`src/rtl/muldiv_ctrl.sv`:
```
// Multiply/divide sequencer owning the HI/LO pair: pipelined mult/multu, iterative restoring
// div/divu, and mthi/mtlo. Stalls mfhi/mflo readers while an op is in flight.
module muldiv_ctrl #(
    parameter int unsigned MUL_LATENCY = 2
) (
    input  logic        clk,
    input  logic        resetn,
    input  logic        op_valid,
    output logic        op_ready,
    input  logic [2:0]  op,
    input  logic [31:0] src_a,
    input  logic [31:0] src_b,
    input  logic        flush,
    input  logic        rd_req,
    output logic        stall,
    output logic        busy,
    output logic [31:0] hi,
    output logic [31:0] lo
);

    typedef enum logic [1:0] {StIdle, StMul, StDiv} state_t;

    localparam logic [2:0] OpMult  = 3'd0;
    localparam logic [2:0] OpMultu = 3'd1;
    localparam logic [2:0] OpDiv   = 3'd2;
    localparam logic [2:0] OpDivu  = 3'd3;
    localparam logic [2:0] OpMthi  = 3'd4;
    localparam logic [2:0] OpMtlo  = 3'd5;

    localparam logic [4:0] MulLast = 5'(MUL_LATENCY - 1);
    localparam logic [4:0] DivLast = 5'd31;

    state_t      r_state, w_state_nxt;
    logic [4:0]  r_cnt, w_cnt_nxt;
    logic [31:0] r_a, w_a_nxt;
    logic [31:0] r_b, w_b_nxt;
    logic        r_signed, w_signed_nxt;
    logic [31:0] r_quo, w_quo_nxt;
    logic [31:0] r_rem, w_rem_nxt;
    logic [31:0] r_hi, w_hi_nxt;
    logic [31:0] r_lo, w_lo_nxt;
    logic        r_busy;

    logic        w_accept;
    logic        w_a_neg, w_b_neg;
    logic [31:0] w_dvs;
    logic [65:0] w_ma, w_mb, w_prod;
    logic [32:0] w_rem_sh, w_diff;
    logic        w_fits;
    logic [31:0] w_quo_iter, w_rem_iter;
    logic [31:0] w_quo_fix, w_rem_fix;

    assign w_accept = op_valid & (r_state == StIdle) & ~flush;

    assign w_a_neg = r_signed & r_a[31];
    assign w_b_neg = r_signed & r_b[31];

    // Product is formed from the latched operands and committed on the last MUL cycle.
    assign w_ma   = {{34{w_a_neg}}, r_a};
    assign w_mb   = {{34{w_b_neg}}, r_b};
    assign w_prod = w_ma * w_mb;

    // r_quo starts as the dividend magnitude and is shifted out MSB-first as quotient bits enter.
    assign w_dvs      = w_b_neg ? (32'd0 - r_b) : r_b;
    assign w_rem_sh   = {r_rem, r_quo[31]};
    assign w_diff     = w_rem_sh - {1'b0, w_dvs};
    assign w_fits     = ~w_diff[32];
    assign w_rem_iter = w_fits ? w_diff[31:0] : w_rem_sh[31:0];
    assign w_quo_iter = {r_quo[30:0], w_fits};
    assign w_quo_fix  = (w_a_neg ^ w_b_neg) ? (32'd0 - w_quo_iter) : w_quo_iter;
    assign w_rem_fix  = w_a_neg ? (32'd0 - w_rem_iter) : w_rem_iter;

    always_comb begin
        w_state_nxt  = r_state;
        w_cnt_nxt    = r_cnt;
        w_a_nxt      = r_a;
        w_b_nxt      = r_b;
        w_signed_nxt = r_signed;
        w_quo_nxt    = r_quo;
        w_rem_nxt    = r_rem;
        w_hi_nxt     = r_hi;
        w_lo_nxt     = r_lo;
        unique case (r_state)
            StIdle: begin
                if (w_accept) begin
                    w_a_nxt      = src_a;
                    w_b_nxt      = src_b;
                    w_cnt_nxt    = 5'd0;
                    w_signed_nxt = (op == OpMult) || (op == OpDiv);
                    case (op)
                        OpMult, OpMultu: w_state_nxt = StMul;
                        OpDiv, OpDivu: begin
                            w_state_nxt = StDiv;
                            w_quo_nxt   = ((op == OpDiv) && src_a[31]) ? (32'd0 - src_a) : src_a;
                            w_rem_nxt   = 32'd0;
                        end
                        OpMthi:  w_hi_nxt = src_a;
                        OpMtlo:  w_lo_nxt = src_a;
                        default: ;
                    endcase
                end
            end
            StMul: begin
                if (flush) begin
                    w_state_nxt = StIdle;
                end else if (r_cnt == MulLast) begin
                    w_state_nxt = StIdle;
                    w_hi_nxt    = w_prod[63:32];
                    w_lo_nxt    = w_prod[31:0];
                end else begin
                    w_cnt_nxt = r_cnt + 5'd1;
                end
            end
            StDiv: begin
                if (flush) begin
                    w_state_nxt = StIdle;
                end else begin
                    w_quo_nxt = w_quo_iter;
                    w_rem_nxt = w_rem_iter;
                    w_cnt_nxt = r_cnt + 5'd1;
                    if (r_cnt == DivLast) begin
                        w_state_nxt = StIdle;
                        // Divide by zero bypasses the sign fix-up entirely.
                        if (r_b == 32'd0) begin
                            w_lo_nxt = 32'hFFFF_FFFF;
                            w_hi_nxt = r_a;
                        end else begin
                            w_lo_nxt = w_quo_fix;
                            w_hi_nxt = w_rem_fix;
                        end
                    end
                end
            end
            default: w_state_nxt = StIdle;
        endcase
    end

    always_ff @(posedge clk or negedge resetn) begin
        if (!resetn) begin
            r_state  <= StIdle;
            r_cnt    <= 5'd0;
            r_a      <= 32'd0;
            r_b      <= 32'd0;
            r_signed <= 1'b0;
            r_quo    <= 32'd0;
            r_rem    <= 32'd0;
            r_hi     <= 32'd0;
            r_lo     <= 32'd0;
            r_busy   <= 1'b0;
        end else begin
            r_state  <= w_state_nxt;
            r_cnt    <= w_cnt_nxt;
            r_a      <= w_a_nxt;
            r_b      <= w_b_nxt;
            r_signed <= w_signed_nxt;
            r_quo    <= w_quo_nxt;
            r_rem    <= w_rem_nxt;
            r_hi     <= w_hi_nxt;
            r_lo     <= w_lo_nxt;
            r_busy   <= (w_state_nxt != StIdle);
        end
    end

    assign op_ready = (r_state == StIdle);
    assign busy     = r_busy;
    assign stall    = rd_req & r_busy;
    assign hi       = r_hi;
    assign lo       = r_lo;

endmodule
```
`config.mk`:
```
export PLATFORM = sky130hd
export DESIGN_NAME = muldiv_ctrl
export DESIGN_NICKNAME = d
export VERILOG_FILES = /design/src/rtl/muldiv_ctrl.sv
export SDC_FILE = /design/constraint.sdc
export NUM_CORES = 2
export LEC_CHECK = 0
export CORE_MARGIN = 3
export CORE_UTILIZATION = 62
export CTS_CLUSTER_SIZE = 20
export DETAILED_ROUTE_END_ITERATION = 8
export GPL_ROUTABILITY_DRIVEN = 0
export HOLD_SLACK_MARGIN = 0.06
export PLACE_DENSITY = 0.86
export SLEW_MARGIN = 10
export SYNTH_ARGS = -nofsm -noshare
export SYNTH_HDL_FRONTEND = slang
export SYNTH_SLANG_ARGS = --single-unit
```
`constraint.sdc`:
```
create_clock -name clk -period 28.2 [get_ports clk]
set_input_delay 2.82 -clock clk [delete_from_list [all_inputs] [get_ports clk]]
set_output_delay 2.82 -clock clk [all_outputs]
set_load 0.01 [all_outputs]
```
==> flow_summary.json <==
{
  "grt_setup_unrepaired": "no",
  "fp.dieH_um": 297.1,
  "layout.nets": 7274,
  "start_util_pct": 62.67,
  "drive_above_1_share_pct": 3.856,
  "crit_buf_inv": 7,
  "maxSlewViolCount": 0,
  "crit_slowest_cell": "fa_1",
  "crit_fanout": 53,
  "post-cts-setup-buffer-count": 0,
  "postCtsHoldBufs": 0,
  "numPortBuffers": 138,
  "cts_tree": "yes",
  "antenna_found_initial": 5,
  "synth-edff-count": 0,
  "hpwl_um": 121300,
  "ant_nets": 0,
  "numClockSinks": 201,
  "finalCritPeriodShare_pct": 37.37,
  "status": "finished clean",
  "fin_ws_ns": 17.66,
  "setup_viol": 0,
  "fmax_mhz": 94.89,
  "h-tree-depth": 1,
  "ios": 139,
  "grtUsageTotal_pct": 36.73,
  "clk_path_buf_depth": 3,
  "path_delay_family": "adder cells",
  "arrival_ns": 10.95,
  "cts_root_buffer": "clkbuf_16",
  "dieWidth_um": 297.1,
  "finalWirelength_um": 159600,
  "syn_to_final_growth_pct": 5.281,
  "cts_buffers": 22,
  "synth.distinct_cells": 83,
  "netlist_area_um2": 52530,
  "drv_cap": 0,
  "num_rows": 106,
  "max_stage_delay_ns": 0.95,
  "pre_cts_ws_ns": 17.85,
  "wl_per_cell_um": 22.88,
  "skew_ns": 0.01773,
  "async_flop_share_pct": 100.0,
  "ys.warnings.count": 0,
  "vias_per_cell": 6.274,
  "yosysSeqAreaShare_pct": 9.575,
  "relSlewSlack_pct": 15.23,
  "ctsResizeCount": 0,
  "grt_pass1_vias": 46950,
  "tns_ns": 0,
  "endpoint_kind": "register",
  "syn_area_per_cell_um2": 8.827,
  "drc": 0,
  "worstSkewPairLatency_ns": 0.55,
  "ys_ff_latch": 201,
  "grt_overflow": 0,
  "die-area_um2": 88260,
  "cp.required_ns": 28.62,
  "finalHoldViolCount": 0,
  "grt_max_degree": 100,
  "vias": 43770,
  "tightest_slew_ns": 1.271,
  "core_area_um2": 83820,
  "fin_crit_ns": 10.54,
  "worst_hold_path_type": "reg2reg",
  "synthCells": 5951,
  "drt_pass1_iterations": 8,
  "syn-num-nets": 7404,
  "synth_flop_cell": "dfrtp_1",
  "r2r_slack_ns": 17.66,
  "cpMostUsedCell": "fa_1",
  "cp-start-kind": "register",
  "nFillCells": 6302,
  "critPathKind": "reg2reg",
  "clkTransAtPathRegs_ns": 0.06,
  "grt_pass1_wl_um": 254200,
  "first_iter_violations": 4744
}
==> worst paths after layout <==
check	startpoint	to	depth (start not counted)
max reg2reg	r_a[31]$_DFFE_PN0P_	hi[31]$_DFFE_PN0P_	28
min	lo[24]$_DFFE_PN0P_	lo[24]$_DFFE_PN0P_	1
min in group asynchronous	resetn	r_rem[30]$_DFFE_PN0P_	1
max	r_a[31]$_DFFE_PN0P_	hi[31]$_DFFE_PN0P_	28
min reg2reg	lo[24]$_DFFE_PN0P_	lo[24]$_DFFE_PN0P_	1
max in group asynchronous	resetn	r_a[6]$_DFFE_PN0P_	3
==> per-stage QoR <==
stage	area, um^2	instances	hold slack (ns)	utilization [%]
after floorplan	52530	5951	0.4714	-
after global placement	54580	6931	0.4594	65.12
after detailed placement	54580	6931	0.4655	65.12
after CTS	55290	6969	0.4782	65.96
after global routing	55290	6970	0.4844	65.96
final	55300	6976	0.4748	65.98
==> state kept, by name, summed over array words and instances, names as in the netlist <==
name      flops
hi           32
r_a          32
r_b          32
r_rem        32
r_state       2
r_signed      1
r_cnt         5
r_quo        32
lo           32
busy          1
==> cell usage in the layout (no fill, tap or decap), types with 8 or more instances in the layout <==
| master | n |
|---|---|
| nand4_1 | 8 |
| clkbuf_16 | 22 |
| nand2_1 | 920 |
| a31oi_1 | 30 |
| and3_1 | 42 |
| a211o_1 | 11 |
| nor2b_1 | 11 |
| a211oi_1 | 19 |
| inv_1 | 1162 |
| buf_4 | 90 |
| a41oi_1 | 9 |
| dfrtp_1 | 198 |
| or4_1 | 11 |
| o31ai_1 | 38 |
| nor4_1 | 14 |
| nand3_1 | 36 |
| mux2i_1 | 30 |
| nor2_1 | 208 |
| o21bai_1 | 10 |
| o21ai_0 | 221 |
| mux2_2 | 67 |
| a221oi_1 | 39 |
| a21oi_1 | 200 |
| or3_1 | 22 |
| xnor2_1 | 113 |
| ha_1 | 252 |
| nand2b_1 | 37 |
| xor2_1 | 89 |
| and2_1 | 361 |
| nor3b_1 | 9 |
| o211ai_1 | 12 |
| o41ai_1 | 9 |
| a311oi_1 | 13 |
| o21a_1 | 31 |
| clkdlybuf4s50_1 | 137 |
| a21o_1 | 54 |
| fa_1 | 1126 |
| nor3_1 | 34 |
==> synthesized netlist by cell type, types with 7 or more instances <==
| cell | count | area (um^2) |
|---|---|---|
| nand2_1 | 920 | 3453 |
| inv_1 | 1162 | 4362 |
| a31oi_1 | 30 | 187.7 |
| xor2_1 | 89 | 779.5 |
| o21a_1 | 31 | 232.7 |
| o21ai_0 | 222 | 1111 |
| and3_1 | 42 | 262.8 |
| buf_2 | 9 | 45.04 |
| o211ai_1 | 12 | 90.09 |
| a211oi_1 | 19 | 142.6 |
| nand3_1 | 36 | 180.2 |
| o2111ai_1 | 7 | 61.31 |
| or3_1 | 22 | 137.6 |
| buf_1 | 35 | 131.4 |
| dfrtp_1 | 201 | 5030 |
| and2_1 | 361 | 2258 |
| nor4_1 | 16 | 100.1 |
| o31ai_1 | 38 | 285.3 |
| clkbuf_1 | 334 | 1254 |
| nor2_1 | 208 | 780.8 |
| ha_1 | 255 | 3191 |
| a41oi_1 | 9 | 78.83 |
| or4_1 | 11 | 82.58 |
| nor2b_1 | 11 | 68.82 |
| mux2i_1 | 30 | 300.3 |
| o41ai_1 | 9 | 78.83 |
| fa_1 | 1126 | 22540 |
| nor3_1 | 34 | 170.2 |
| o21bai_1 | 10 | 75.07 |
| a311oi_1 | 13 | 113.9 |
| a221oi_1 | 39 | 341.6 |
| a21o_1 | 55 | 412.9 |
| nand4_1 | 8 | 50.05 |
| nor3b_1 | 9 | 67.56 |
| a211o_1 | 11 | 96.34 |
| mux2_2 | 67 | 754.5 |
| xnor2_1 | 113 | 989.7 |
| nand2b_1 | 38 | 237.7 |
| a21oi_1 | 201 | 1006 |
==> worst reg2reg max path, delay by kind of cell, from the launching register on <==
family	cells	cell delay (ns)
AO/OA/AOI/OAI	8	1.86
buffers and inverters	7	1.62
AND/OR/NAND/NOR	3	1.48
flip-flops	1	0.33
adder cells (fa/ha/maj)	9	4.98
XOR/XNOR	1	0.16
==> cell families after synthesis <==
kind of cell / after synthesis / synth area share, %
xor+xnor: 202 / 3.368
buf+inv: 1546 / 11.11
compound gates: 780 / 9.508
fa+ha+maj: 1381 / 48.99
simple gates: 1742 / 15.39
flops: 201 / 9.575
mux: 99 / 2.065
==> per-layer routing <==
metal	track usage (%)	part of all wire, %	wire length, um	vias up
met5	0	0.017	27	-
met4	28.54	9.9	15820	4
met3	8.802	12	19050	1057
met2	58.07	46	73240	3215
met1	43.47	32	51460	21580
li1	-	-	-	17910
==> final cells by class <==
cell class	count	area (um^2)	share of cell area, %
antenna	7	17.52	0.03167
sequential	201	5034	9.102
multi-input combinational	4204	41700	75.41
tap	1134	1419	2.566
timing repair buffer	228	2061	3.726
inverter	1164	4369	7.900
clock inverter	6	73.82	0.1335
clock buffer	32	628.1	1.136
Power is not shown: default switching activity piles up to over one toggle a cycle in this logic, so the estimate is an artifact.
